### src/rtl/spi_slave.sv
//------------------------------------------------------------------------------
// spi_slave : SPI mode-0 slave that exchanges one DATA_WIDTH-bit frame per
//             chip-select with a double-buffered transmit word.
// Revision  : 1.0 - initial release
//------------------------------------------------------------------------------
`default_nettype none
`timescale 1ns/1ps

module spi_slave #(
    parameter int DATA_WIDTH  = 128,
    parameter int SYNC_STAGES = 2
) (
    input  logic                  clk,
    input  logic                  reset,
    input  logic                  sclk,
    input  logic                  cs_n,
    input  logic                  mosi,
    output logic                  miso,
    input  logic [DATA_WIDTH-1:0] tx_data,
    input  logic                  tx_load,
    output logic                  tx_ready,
    output logic [DATA_WIDTH-1:0] rx_data,
    output logic                  rx_valid,
    output logic                  busy,
    output logic                  frame_err
);

    localparam int c_cnt_w = $clog2(DATA_WIDTH + 1);
    localparam logic [c_cnt_w-1:0] c_last_bit = c_cnt_w'(DATA_WIDTH - 1);

    localparam logic [1:0] c_st_idle  = 2'd0;
    localparam logic [1:0] c_st_shift = 2'd1;
    localparam logic [1:0] c_st_wait  = 2'd2;

    logic [SYNC_STAGES-1:0] r_sclk_sync;
    logic [SYNC_STAGES-1:0] r_cs_sync;
    logic [SYNC_STAGES-1:0] r_mosi_sync;
    logic                   r_sclk_d;
    logic                   r_cs_d;

    logic [1:0]             r_state;
    logic [1:0]             w_state_nxt;

    logic [DATA_WIDTH-1:0]  r_tx_buf;
    logic [DATA_WIDTH-1:0]  r_shreg;
    logic [c_cnt_w-1:0]     r_cnt;
    logic                   r_miso;

    logic w_sclk, w_cs, w_mosi;
    logic w_sclk_rise, w_sclk_fall, w_cs_rise, w_cs_fall;
    logic w_start, w_abort, w_done, w_shift_in, w_advance, w_load_buf;
    logic [DATA_WIDTH-1:0] w_load_word;

    // Chip select idles high so its chain resets to 1 and no false fall appears.
    always_ff @(posedge clk or negedge reset) begin
        if (!reset) begin
            r_sclk_sync <= '0;
            r_cs_sync   <= '1;
            r_mosi_sync <= '0;
            r_sclk_d    <= 1'b0;
            r_cs_d      <= 1'b1;
        end else begin
            r_sclk_sync[0] <= sclk;
            r_cs_sync[0]   <= cs_n;
            r_mosi_sync[0] <= mosi;
            for (int i = 1; i < SYNC_STAGES; i++) begin
                r_sclk_sync[i] <= r_sclk_sync[i-1];
                r_cs_sync[i]   <= r_cs_sync[i-1];
                r_mosi_sync[i] <= r_mosi_sync[i-1];
            end
            r_sclk_d <= r_sclk_sync[SYNC_STAGES-1];
            r_cs_d   <= r_cs_sync[SYNC_STAGES-1];
        end
    end

    assign w_sclk      = r_sclk_sync[SYNC_STAGES-1];
    assign w_cs        = r_cs_sync[SYNC_STAGES-1];
    assign w_mosi      = r_mosi_sync[SYNC_STAGES-1];
    assign w_sclk_rise = w_sclk & ~r_sclk_d;
    assign w_sclk_fall = ~w_sclk & r_sclk_d;
    assign w_cs_rise   = w_cs & ~r_cs_d;
    assign w_cs_fall   = ~w_cs & r_cs_d;

    always_ff @(posedge clk or negedge reset) begin
        if (!reset) begin
            r_state <= c_st_idle;
        end else begin
            r_state <= w_state_nxt;
        end
    end

    always_comb begin
        w_state_nxt = r_state;
        case (r_state)
            c_st_idle: begin
                if (w_cs_fall) begin
                    w_state_nxt = c_st_shift;
                end
            end
            c_st_shift: begin
                if (w_cs_rise) begin
                    w_state_nxt = c_st_idle;
                end else if (w_sclk_rise && (r_cnt == c_last_bit)) begin
                    w_state_nxt = c_st_wait;
                end
            end
            c_st_wait: begin
                if (w_cs_rise) begin
                    w_state_nxt = c_st_idle;
                end
            end
            default: w_state_nxt = c_st_idle;
        endcase
    end

    // A cs_n rise in SHIFT always wins over a coincident sclk edge.
    always_comb begin
        w_start    = (r_state == c_st_idle) && w_cs_fall;
        w_load_buf = (r_state == c_st_idle) && tx_load;
        w_abort    = (r_state == c_st_shift) && w_cs_rise;
        w_shift_in = (r_state == c_st_shift) && !w_cs_rise && w_sclk_rise;
        w_advance  = (r_state == c_st_shift) && !w_cs_rise && w_sclk_fall;
        w_done     = w_shift_in && (r_cnt == c_last_bit);
        busy       = (r_state != c_st_idle);
        tx_ready   = (r_state == c_st_idle);
        miso       = (r_state == c_st_shift) && r_miso;
    end

    assign w_load_word = tx_load ? tx_data : r_tx_buf;

    always_ff @(posedge clk or negedge reset) begin
        if (!reset) begin
            r_tx_buf  <= '0;
            r_shreg   <= '0;
            r_cnt     <= '0;
            r_miso    <= 1'b0;
            rx_data   <= '0;
            rx_valid  <= 1'b0;
            frame_err <= 1'b0;
        end else begin
            rx_valid  <= w_done;
            frame_err <= w_abort;
            if (w_load_buf) begin
                r_tx_buf <= tx_data;
            end
            if (w_done) begin
                rx_data <= {r_shreg[DATA_WIDTH-2:0], w_mosi};
            end
            if (w_start) begin
                r_shreg <= w_load_word;
                r_cnt   <= '0;
                r_miso  <= w_load_word[DATA_WIDTH-1];
            end else begin
                if (w_shift_in) begin
                    r_shreg <= {r_shreg[DATA_WIDTH-2:0], w_mosi};
                    r_cnt   <= r_cnt + 1'b1;
                end
                // The rise already moved the next transmit bit into the MSB.
                if (w_advance) begin
                    r_miso <= r_shreg[DATA_WIDTH-1];
                end
            end
        end
    end

endmodule

`default_nettype wire
### config.mk
export PLATFORM = sky130hd
export DESIGN_NAME = spi_slave
export DESIGN_NICKNAME = d
export VERILOG_FILES = /design/src/rtl/spi_slave.sv
export SDC_FILE = /design/constraint.sdc
export NUM_CORES = 1
export LEC_CHECK = 0
export ABC_AREA = 1
export BUFFER_PORTS_ARGS = -buffer_cell sky130_fd_sc_hd__buf_2
export CORE_MARGIN = 2
export CORE_UTILIZATION = 58
export CTS_BUF_LIST = sky130_fd_sc_hd__clkbuf_16
export CTS_CLUSTER_DIAMETER = 80
export DETAILED_ROUTE_END_ITERATION = 12
export PLACE_DENSITY = 0.8
export SLEW_MARGIN = 20
export SYNTH_ARGS = -nofsm -noshare
export SYNTH_HDL_FRONTEND = slang
export SYNTH_SLANG_ARGS = --single-unit
### constraint.sdc
create_clock -name clk -period 2 [get_ports clk]
set_input_delay 0.3 -clock clk [delete_from_list [all_inputs] [get_ports clk]]
set_output_delay 0.3 -clock clk [all_outputs]
set_load 0.01 [all_outputs]
# Yosys cells after proc, flatten, opt, wreduce, memory -nomap -nowiden

Index checks and enable logic that the tools add are counted.

Register bits: 405
Input port bits: 134
Output and inout port bits: 133
Word-level logic and storage cells: 55

$add $sub $neg: 1
Equal/unequal tests: 6
Muxes and demuxes: 12
Bitwise operators: 8
Reduce and logical (&&, ||, !) cells: 15

Operators by type and width:

| operator            | number |
|---|---|
| $mux 128            | 3 |
| $mux 8              | 2 |
| $logic_and 1x1->1   | 9 |
| $add 8x1->8 const B | 1 |
| $eq 8x7->1 const B  | 1 |
| $mux 2              | 4 |
| $pmux 2 s3          | 1 |
| $reduce_bool 2->1   | 3 |
| $and 1x1->1         | 4 |
| $not 1->1           | 4 |
| $ne 3x3->1 const B  | 1 |
| $reduce_and 3->1    | 1 |
| $eq 2x1->1 const B  | 1 |
| $eq 2x2->1 const B  | 1 |
| $logic_not 2->1     | 1 |
| $mux 1              | 2 |
| $ne 2x1->1 const B  | 1 |
| $ne 2x2->1 const B  | 1 |
| $logic_not 1->1     | 1 |

# Logic depth before layout (Yosys ltp)

Gate-level depths: netlist (run 1).

Word-level depth: 7
Depth in mapped cells: 10
Mapped depth without buffers: 8

# Worst setup path after synthesis (run 1)

OpenSTA, ideal clock, no wires.

Path kind: register to register
Start point: reg r_cnt[1]
End point: reg rx_data[76]
Library setup time: 116 ps
Data arrival time: 1450 ps
Data required time: 1884 ps
Path slack: 434 ps
Cell stages (with the launch flop): 11
Buffers on the path: 2
Clock period less this slack: 1566 ps
Path through: dfrtp_1 -> ha_1 -> inv_1 -> nor2_1 -> nand3_1 -> inv_1 -> nand2_1 -> buf_2 -> buf_2 -> nand2_1 -> nand2_1

Cells in the longest elaborated chain, start to end: 2

Ends and longest elaborated chain:

| what                     | RTL line | RTL |
|---|---|---|
| start: declaration       | 46       | `logic [c_cnt_w-1:0] r_cnt;` |
| start signal: assignment | 156      | `r_cnt <= r_cnt + 1'b1;` |
| $eq 8x7->1               | 123      | `w_done = w_shift_in && (r_cnt == c_last_bit);` |
| $logic_and 1x1->1        | 123      |  |
| end signal: assignment   | 147      | `rx_data <= {r_shreg[DATA_WIDTH-2:0], w_mosi};` |
| end: declaration         | 22       | `output logic [DATA_WIDTH-1:0] rx_data,` |

No other way between the ends.
A chain may end at the register's enable or synchronous reset.

# Final worst setup path (run 1)

Start point: reg r_cs_d
End point: reg r_shreg[15]

Cells in the longest elaborated chain, start to end: 6
Elaborated cells between the ends (all ways): 9
Classes of those cells: 1 x mux; 3 x bitwise; 5 x reduce/logical

Ends and longest elaborated chain:

| what                            | RTL line | RTL |
|---|---|---|
| start: declaration              | 39       | `logic r_cs_d;` |
| start signal: assignment        | 72       | `r_cs_d <= r_cs_sync[SYNC_STAGES-1];` |
| $not 1->1                       | 81       | `assign w_cs_rise = w_cs & ~r_cs_d;` |
| $and 1x1->1                     | 81       |  |
| $logic_not 1->1                 | 121      | `w_shift_in = (r_state == c_st_shift) && !w_cs_rise && w_sclk_rise;` |
| $logic_and 1x1->1 (2 in series) | 121      |  |
| $reduce_bool 2->1 (no line)     | n/a      |  |
| end signal: assignment          | 150      | `r_shreg <= w_load_word;` |
| end signal: assignment          | 155      | `r_shreg <= {r_shreg[DATA_WIDTH-2:0], w_mosi};` |
| end: declaration                | 45       | `logic [DATA_WIDTH-1:0] r_shreg;` |

Parallel ways exist; a longest one is shown, timed or not.

==> results of run 1 <==
==> state kept, by name, indices dropped and copies added (netlist names) <==
register,count
rx_valid,1
r_sclk_sync,2
r_cnt,8
r_miso,1
r_shreg,128
frame_err,1
r_state,2
r_cs_sync,2
r_mosi_sync,2
rx_data,128
r_tx_buf,128
r_cs_d,1
r_sclk_d,1
==> what timing repair did <==
action / CTS / global route
endpoints found under the hold margin: 43 / 0
pin swaps: 0 / 2
endpoints found under the setup margin: 3 / 155
buffers inserted: 0 / 3
gates cloned: 0 / 2
hold buffers: 11 / 0
resized for setup: 1 / 16
==> worst max-delay path: stages (launching register included) <==
cell	delay (ns)
dfstp_2	0.57
inv_1	0.08
nand2_2	0.10
nand2_2	0.09
nor2_4	0.24
inv_4	0.11
buf_12	0.22
nand3_1	0.21
nand2_1	0.07
==> kinds of logic after synthesis <==
family                   count (synthesis)  synth area share
flip-flops                             405             0.549
AND/OR/NAND/NOR                       1090             0.234
multiplexers                           128            0.0780
adder cells (fa/ha/maj)                  1          0.000677
buffers and inverters                  289            0.0669
AO/OA/AOI/OAI                          263            0.0715
==> worst max path at each step <==
stage	from	slack, ns	cells after the start	end
detailed placement	r_cs_d	0.07	9	rx_data[111]
global placement	r_cs_d	0.19	9	rx_data[126]
CTS	r_cs_d	0.04	9	r_shreg[16]
floorplan	r_cnt[1]	0.43	10	rx_data[76]
finish	r_cs_d	0.03	8	r_shreg[15]
global route	r_cnt[1]	-0.08	9	rx_data[59]
==> through the flow <==
stage / total power (W) / util / setup TNS (ns) / area [µm²]
after global placement: 0.0158 / 0.646 / 0 / 20300
after detailed placement: 0.0161 / 0.646 / 0 / 20300
after CTS: 0.0243 / 0.696 / 0 / 21900
after global routing: 0.0256 / 0.701 / -3.68 / 22100
after floorplan: 0.0146 / - / 0 / 18500
final: 0.0242 / 0.701 / 0 / 22100
==> cell type report <==
class                   instances  area, µm²  share of cell area
diodes                          9       22.5             0.00102
clock buffers                  45       1130              0.0510
clock inverters                33        320              0.0145
inverters                     146        553              0.0251
multi-input cells            1482       7150               0.324
flip-flops and latches        405      10100               0.459
well taps                     402        503              0.0228
repair buffers                325       2270               0.103
==> synth_stat cells <==
cell / n / area [µm²]
nand3_2: 1 / 10.0
buf_4: 17 / 128
o21ai_0: 133 / 666
inv_2: 1 / 3.75
inv_4: 1 / 6.26
ha_1: 1 / 12.5
a21oi_1: 128 / 641
nand3_1: 145 / 726
nand2_1: 921 / 3460
buf_1: 10 / 37.5
mux2_2: 128 / 1440
nand2_2: 1 / 6.26
clkbuf_1: 48 / 180
dfrtp_1: 402 / 10100
nor2_1: 13 / 48.8
dfstp_2: 3 / 78.8
o21bai_1: 1 / 7.51
a21o_1: 1 / 7.51
nor2_4: 3 / 33.8
buf_2: 68 / 340
inv_1: 144 / 541
nand4_1: 6 / 37.5
==> layout by cell type, fill, tap and decap left out, drive strengths merged <==
master	n
a21o	1
a21oi	128
buf	312
bufinv	7
clkbuf	47
clkinv	16
dfrtp	402
dfstp	3
diode	9
dlygate4sd3	11
ha	1
inv	156
mux2	128
nand2	922
nand3	146
nand4	6
nor2	16
o21ai	133
o21bai	1
==> metal layers <==
layer / vias to the layer above / part of all wire / global-route usage
met2: 506 / 0.49 / 0.475
met4: 8 / 0.028 / 0.102
met3: 99 / 0.064 / 0.0511
met1: 7491 / 0.42 / 0.365
li1: 7369 / - / -
met5: - / 0.0011 / 0
==> power breakdown <==
group | total, W | switching, W | leakage [nW] | internal (W)
clock network | 0.00816 | 0.00321 | 0.748 | 0.00495
registers | 0.0116 | 0.00145 | 5.20 | 0.0101
logic | 0.00449 | 0.00237 | 6.47 | 0.00212
==> impl_metrics.toml, run 1 <==
[timing]
count_of_final_setup_violators = 0
worst_slew_pin_slew_ns = 0.658
setup_slack_ns = 0.0265
fmaxAchievable_mhz = 507
max_slew_margin = 0.561
fin_hold_ws_ns = 0.0202
timing.final.hold_violations = 0
final.setup_skew_ns = 0.0133
post-route-period-util = 0.987
maxSlewViolCount = 0
timing.final.crit_period_ns = 1.97

[global_route]
global_route_wire_length_before_repair_um = 75700
antenna_found_initial = 12
grt.overflow.total = 0
grt_start_max_net_pins = 113
first_global_vias = 15200
grt_util_all_layers = 0.281

[die]
starting_utilization_of_the_core_area = 0.587
chipWidth_um = 182
rows = 65
floorplan.io_pins = 267
placeableCoreArea_um2 = 31500
chipHeight_um = 182
fp.dieArea_um2 = 33300

[worst_setup_path]
worstPathMaxFanout = 112
r2r_slack_ns = 0.03
worst-setup-path-type = "flop to flop"
reg2regPathDepth = 8
crit-reg2reg-launch = "r_cs_d"
startpoint_type = "flop"
cp.arrival_ns = 2.39
cp_data_required_time_ns = 2.42
timing.rr.end = "r_shreg[15]"
timing.critical_path.to_type = "flop"

[cts]
clkSlewWorstSetupHoldPaths_ns = 0.06
cts_tree = "yes"
cts.root.buffer_cell = "clkbuf_16"
cts-htree-levels = 2
worst_skew_late_latency_ns = 0.53
tritoncts.num_buffers = 43
cts.sink_count = 405
ctsLongestPathBuffers = 3

[layout]
drive_gt1_frac = 0.213
layout.filler_cells = 2363
areaGrowthSynthToFinish_pct = 19.5
finish.net_count = 2538
post_layout_nonfiller_instances = 2847

[yosys]
synth_area_um2 = 18500
sequential_share_of_the_synthesized_area = 0.549
synthDistinctLibCells = 22
yosys_register_bits = 405
synth.net_count = 2311
postSynthCellCount = 2176
postSynthAreaPerCell_um2 = 8.49
ys.warnings.count = 0

[min_path]
hold-path-endpoint = "r_tx_buf[36]"
hold_path.class = "primary input to flop"
whs_path_depth = 2
hp-start = "tx_data[36]"

[routing]
wl_per_cell_um = 16.5
drtPass1Iterations = 5
detail_route.vias_per_cell = 5.43
totalWireLength_um = 47000
ant_nets = 0
detailed_route_drc_error_count = 0
route.vias.total = 15500
drt_iter0_drc = 1279

[power]
powerDensity_nw_per_um2 = 1100
cellLeakagePower_nw = 12.4
irDropWorstVdd_v = 0.000699

[placement]
globalplace.congestion = 0.831
place.detailed.hpwl_um = 29000
place.detailed.instances = 2744
detailedPlace.worstSlack_ns = 0.0736
port_buffers = 266

[outcome]
outcome = "completed"

[job]
max_cap_check_violation_count = 0
(Power assumes the default switching activity.)
==> run 2, diff against run 1 <==
--- a/config.mk
+++ b/config.mk
@@ -13,6 +13,8 @@
 export CTS_CLUSTER_DIAMETER = 80
 export DETAILED_ROUTE_END_ITERATION = 12
 export PLACE_DENSITY = 0.8
+export RECOVER_POWER = 50
+export SETUP_SLACK_MARGIN = 0.3
 export SLEW_MARGIN = 20
 export SYNTH_ARGS = -nofsm -noshare
 export SYNTH_HDL_FRONTEND = slang
==> impl_metrics.toml, run 2 (synthesized netlist as in run 1, its figures left out) <==
[placement]
postPlaceCellArea_um2 = 20300
globalplace.congestion = 0.831
port_buffers = 266
place.detailed.hpwl_um = 29000

[worst_setup_path]
cp_data_required_time_ns = 2.45
reg2regPathDepth = 11
timing.rr.end = "rx_data[61]"
timing.critical_path.from = "r_cs_d"
cp.arrival_ns = 2.48
timing.critical_path.to_type = "flop"
crit-reg2reg-launch = "r_cs_d"
worstPathMaxFanout = 8
startpoint_type = "flop"
r2r_slack_ns = -0.03
worst-setup-path-type = "flop to flop"

[cts]
cts.sink_count = 405
worst_skew_late_latency_ns = 0.54
cts.root.buffer_cell = "clkbuf_16"
cts-htree-levels = 2
cts_tree = "yes"
ctsLongestPathBuffers = 3
clkSlewWorstSetupHoldPaths_ns = 0.07
tritoncts.num_buffers = 43

[routing]
drtPass1Iterations = 7
wl_per_cell_um = 20.7
route.vias.total = 17100
detailed_route_drc_error_count = 0
ant_nets = 0
drt_iter0_drc = 1786
totalWireLength_um = 60800
detail_route.vias_per_cell = 5.84

[layout]
layout.cells.most_common = "nand2_1"
drive_gt1_frac = 0.258
top_regs = "r_shreg (128), r_tx_buf (128), rx_data (128)"
finish.instance_area_um2 = 24000
areaGrowthSynthToFinish_pct = 30.2
finish.net_count = 2628
final_cell_mix = "nand2_1, dfrtp_1, buf_2"

[global_route]
antenna_found_initial = 10
global_route_wire_length_before_repair_um = 78100
grt_util_all_layers = 0.291
grt.overflow.total = 0
first_global_vias = 15400
grt_start_max_net_pins = 113

[min_path]
hp-start = "tx_data[36]"
hold_path.class = "primary input to flop"
whs_path_depth = 2
hold-path-endpoint = "r_tx_buf[36]"

[timing]
maxSlewViolCount = 0
grt_setup_unrepaired = "yes"
final.setup_skew_ns = 0.0159
fin_hold_ws_ns = 0.00318
timing.final.hold_violations = 0
post-route-period-util = 1.02
fmaxAchievable_mhz = 492
setup_slack_ns = -0.0318
worst_slew_pin_slew_ns = 1.29
count_of_final_setup_violators = 1
timing.final.crit_period_ns = 2.03
max_slew_margin = 0.142

[outcome]
outcome = "complete, but fails checks"
failed_checks = "setup timing"

[power]
pwr-share-comb = 0.207
irDropWorstVdd_v = 0.000717
power.sequential.fraction = 0.467
powerDensity_nw_per_um2 = 1060
cellLeakagePower_nw = 13.4
clock_power_share = 0.326
p_int_w = 0.0176
sw_frac_of_total = 0.310
power.net_switching_w = 0.00790

[die]
floorplan.io_pins = 267
chipWidth_um = 182
rows = 65
starting_utilization_of_the_core_area = 0.587
placeableCoreArea_um2 = 31500
fp.dieArea_um2 = 33300
chipHeight_um = 182

[job]
max_cap_check_violation_count = 0
[run 2: cell types whose count changed in the layout (fill, tap and decap cells not counted), sizes merged]
cell | previous run | this run
buf | 312 | 307
clkbuf | 47 | 138
nand2 | 922 | 926
clkinv | 16 | 17
inv | 156 | 155
[run 2: repair_timing]
action	4_1_cts	5_1_grt
endpoints found under the hold margin	43	0
setup endpoints to repair	256	282
gates cloned	5	49
hold buffers	11	0
buffers inserted	13	28
gates resized for setup	24	200
pin swaps	6	43
[run 2: area by class of cell]
class	instances	area, µm²
diodes	9	22.5
clock buffers	45	1130
clock inverters	33	320
fillers	2014	7430
inverters	146	558
multi-input cells	1486	7660
flip-flops and latches	405	10100
well taps	402	503
repair buffers	411	3720
[run 2: worst max-delay path by stage]
| stage | end | slack, ns | cells past startpoint |
|---|---|---|---|
| floorplan | rx_data[76] | 0.43 | 10 |
| global placement | rx_data[126] | 0.19 | 9 |
| detailed placement | rx_data[111] | 0.07 | 9 |
| CTS | r_tx_buf[44] | 0.27 | 5 |
| global route | rx_data[61] | -0.08 | 11 |
| finish | rx_data[61] | -0.03 | 11 |
[run 2: power by group through the flow]
stage / sequential, W / combinational (W) / clock (W)
finish: 0.0119 / 0.00528 / 0.00829
global route: 0.0120 / 0.00588 / 0.00866
CTS: 0.0115 / 0.00461 / 0.00828
detailed placement: 0.0117 / 0.00443 / 0
global placement: 0.0115 / 0.00422 / 0
floorplan: 0.0112 / 0.00335 / 0
[run 2: layer usage]
layer | wire, µm | part of all wire | GRT usage
met1 | 23000 | 0.38 | 0.378
met2 | 28700 | 0.47 | 0.493
met3 | 6100 | 0.10 | 0.0515
met4 | 2990 | 0.049 | 0.112
met5 | 27 | 0.00044 | 0
[run 2: critical path, stage by stage (launching register included)]
cell and delay, ns:
dfstp_2 0.54, inv_2 0.04, nand2_1 0.14, nand2_4 0.09, nor2_4 0.16, clkinv_4 0.10, nor2_4 0.15, buf_6 0.15
buf_12 0.17, buf_6 0.16, nand2_1 0.07, nand2_1 0.16
[run 2: stage by stage]
step / setup slack, ns / setup TNS (ns) / instances / utilization / power, W
2_1_floorplan: 0.434 / 0 / 2176 / - / 0.0146
3_3_place_gp: 0.191 / 0 / 2744 / 0.646 / 0.0158
3_5_place_dp: 0.0736 / 0 / 2744 / 0.646 / 0.0161
4_1_cts: 0.275 / 0 / 2851 / 0.706 / 0.0244
5_1_grt: -0.0781 / -0.0781 / 2932 / 0.764 / 0.0266
6_report: -0.0318 / -0.0318 / 2937 / 0.764 / 0.0255
==> run 3, diff against run 2 <==
--- a/config.mk
+++ b/config.mk
@@ -9,7 +9,6 @@
 export BUFFER_PORTS_ARGS = -buffer_cell sky130_fd_sc_hd__buf_2
 export CORE_MARGIN = 2
 export CORE_UTILIZATION = 58
-export CTS_BUF_LIST = sky130_fd_sc_hd__clkbuf_16
 export CTS_CLUSTER_DIAMETER = 80
 export DETAILED_ROUTE_END_ITERATION = 12
 export PLACE_DENSITY = 0.8
==> constraint.sdc (replaced) <==
create_clock -name clk -period 2 [get_ports clk]
set_input_delay 0.3 -clock clk [delete_from_list [all_inputs] [get_ports clk]]
set_output_delay 0.3 -clock clk [all_outputs]
set_load 0.1 [all_outputs]
==> impl_metrics.toml, run 3 (synthesized netlist as in run 1, its figures left out) <==
[cts]
worst_skew_late_latency_ns = 0.54
cts_tree = "yes"
clkSlewWorstSetupHoldPaths_ns = 0.06
ctsLongestPathBuffers = 3
cts.sink_count = 405
cts.root.buffer_cell = "clkbuf_16"
tritoncts.num_buffers = 43
cts-htree-levels = 2

[routing]
ant_nets = 0
totalWireLength_um = 52100
wl_per_cell_um = 18.0
detail_route.vias_per_cell = 5.61
route.vias.total = 16200
drt_iter0_drc = 1590
detailed_route_drc_error_count = 0
drtPass1Iterations = 6

[global_route]
first_global_vias = 15700
met2_usage = 0.489
grt_start_max_net_pins = 121
grt_util_all_layers = 0.294
grtUsageMet1 = 0.390
grt.overflow.total = 0
antenna_found_initial = 3
most_crowded_layer_gr = "met2"
groute.layer.met3.usage = 0.0405
global_route_wire_length_before_repair_um = 79200

[min_path]
hold-path-endpoint = "r_tx_buf[9]"
hold_path.class = "primary input to flop"
whs_path_depth = 2
hp-start = "tx_data[9]"

[die]
chipWidth_um = 182
fp.dieArea_um2 = 33300
starting_utilization_of_the_core_area = 0.587
rows = 65
chipHeight_um = 182
placeableCoreArea_um2 = 31500
floorplan.io_pins = 267

[placement]
globalplace.congestion = 0.801
place.detailed.hpwl_um = 28900
port_buffers = 266
detailedPlace.worstSlack_ns = 0.147

[job]
max_cap_check_violation_count = 0

[layout]
areaGrowthSynthToFinish_pct = 24.0
drive_gt1_frac = 0.233
multi_input_comb_area_um2 = 7200
layout.cells.most_common = "nand2_1"
final_cell_mix = "nand2_1, dfrtp_1, buf_2"
finish.net_count = 2584
utilization = 0.728
layout.filler_cells = 2250
seq_area_um2 = 10100
top_regs = "r_shreg (128), r_tx_buf (128), rx_data (128)"

[timing]
timing.final.crit_period_ns = 1.78
post-route-period-util = 0.889
count_of_final_setup_violators = 0
timing.final.hold_violations = 0
grt_setup_unrepaired = "yes"
fmaxAchievable_mhz = 562
setup_slack_ns = 0.222
maxSlewViolCount = 0
worst_slew_pin_slew_ns = 0.930
final.setup_skew_ns = 0.0243
setup_total_negative_slack_ns = 0
max_slew_margin = 0.380

[worst_setup_path]
critical_path_depth = 12
timing.rr.end = "rx_data[122]"
crit-reg2reg-launch = "r_state[0]"
critical_path.cell_chain = "buf_6, inv_2, nor2_2, nand2_4, nor2_4, inv_4, nor2_4, buf_6, buf_12, clkbuf_16, nand2_1, nand2_1"
slowest_delay_ns = 0.43
worstPathMaxFanout = 11
worst_path_max_delay_cell = "dfrtp_1"
critical-path-top-delay-family = "buffers and inverters"
worst-setup-path-type = "flop to flop"
r2r_slack_ns = 0.22
timing.critical_path.to_type = "flop"
worstPathBufferInverterCount = 6
reg2regPathDepth = 12
cp_data_required_time_ns = 2.47
cp.arrival_ns = 2.24
startpoint_type = "flop"

[power]
powerDensity_nw_per_um2 = 1100
cellLeakagePower_nw = 12.7
irDropWorstVdd_v = 0.000602

[outcome]
outcome = "completed"
run 3: changes by cell type in the layout (fill, tap and decap cells not counted), sizes merged:
cell	previous run	this run
dlygate4sd3	11	13
bufbuf	0	4
clkbuf	138	119
nand3	146	147
inv	155	147
nand2	926	922
bufinv	7	8
clkinv	17	6
clkinvlp	0	3
diode	9	3
buf	307	293
run 3: routing by layer:
metal	up-vias	share of wire	wire (µm)
li1	7454	-	-
met1	7781	0.40	20700
met2	796	0.49	25400
met3	156	0.073	3810
met4	0	0.042	2210
met5	-	0	0
run 3: final cells by class:
cell class | count | area share
Clock buffer | 59 | 0.0527
Inverter | 146 | 0.0244
Timing Repair Buffer | 370 | 0.130
Sequential cell | 405 | 0.443
Tap cell | 402 | 0.0220
Antenna cell | 3 | 0.000328
Multi-Input combinational cell | 1483 | 0.314
Clock inverter | 18 | 0.0133
run 3: through the flow:
step | hold slack, ns | area, µm² | power (W) | instances
after floorplan | 0.00441 | 18500 | 0.0147 | 2176
final | 0.0134 | 22900 | 0.0252 | 2886
after CTS | 0.000435 | 22500 | 0.0249 | 2858
after global placement | 0.246 | 20300 | 0.0158 | 2746
after detailed placement | 0.249 | 20300 | 0.0161 | 2746
after global routing | 0.00666 | 22900 | 0.0265 | 2886
run 3: how the worst max path moves through the flow:
stage	start	slack, ns	endpoint
2_1_floorplan	r_state[1]	0.08	r_shreg[50]
3_3_place_gp	r_cs_d	0.20	rx_data[27]
3_5_place_dp	r_cs_d	0.15	rx_data[27]
4_1_cts	r_state[1]	0.22	miso
5_1_grt	r_state[0]	0.13	rx_data[113]
6_report	r_state[0]	0.22	rx_data[122]
run 3: power breakdown:
| part | internal, W | total [W] | switching [W] |
|---|---|---|---|
| registers | 0.0101 | 0.0116 | 0.00151 |
| logic | 0.00232 | 0.00498 | 0.00266 |
| clock network | 0.00526 | 0.00857 | 0.00331 |
run 3: worst reg2reg max path, cell delays in order (launching register included):
cell,delay (ns)
dfrtp_1,0.43
buf_6,0.12
inv_2,0.04
nor2_2,0.13
nand2_4,0.07
nor2_4,0.12
inv_4,0.07
nor2_4,0.15
buf_6,0.17
buf_12,0.12
clkbuf_16,0.16
nand2_1,0.06
nand2_1,0.06
run 3: timing repair:
item,4_1_cts,5_1_grt
resized for setup,35,49
cloned,8,14
buffers inserted,14,11
endpoints found under the hold margin,48,0
setup endpoints to repair,196,317
pin swaps,7,8
hold buffers,13,0
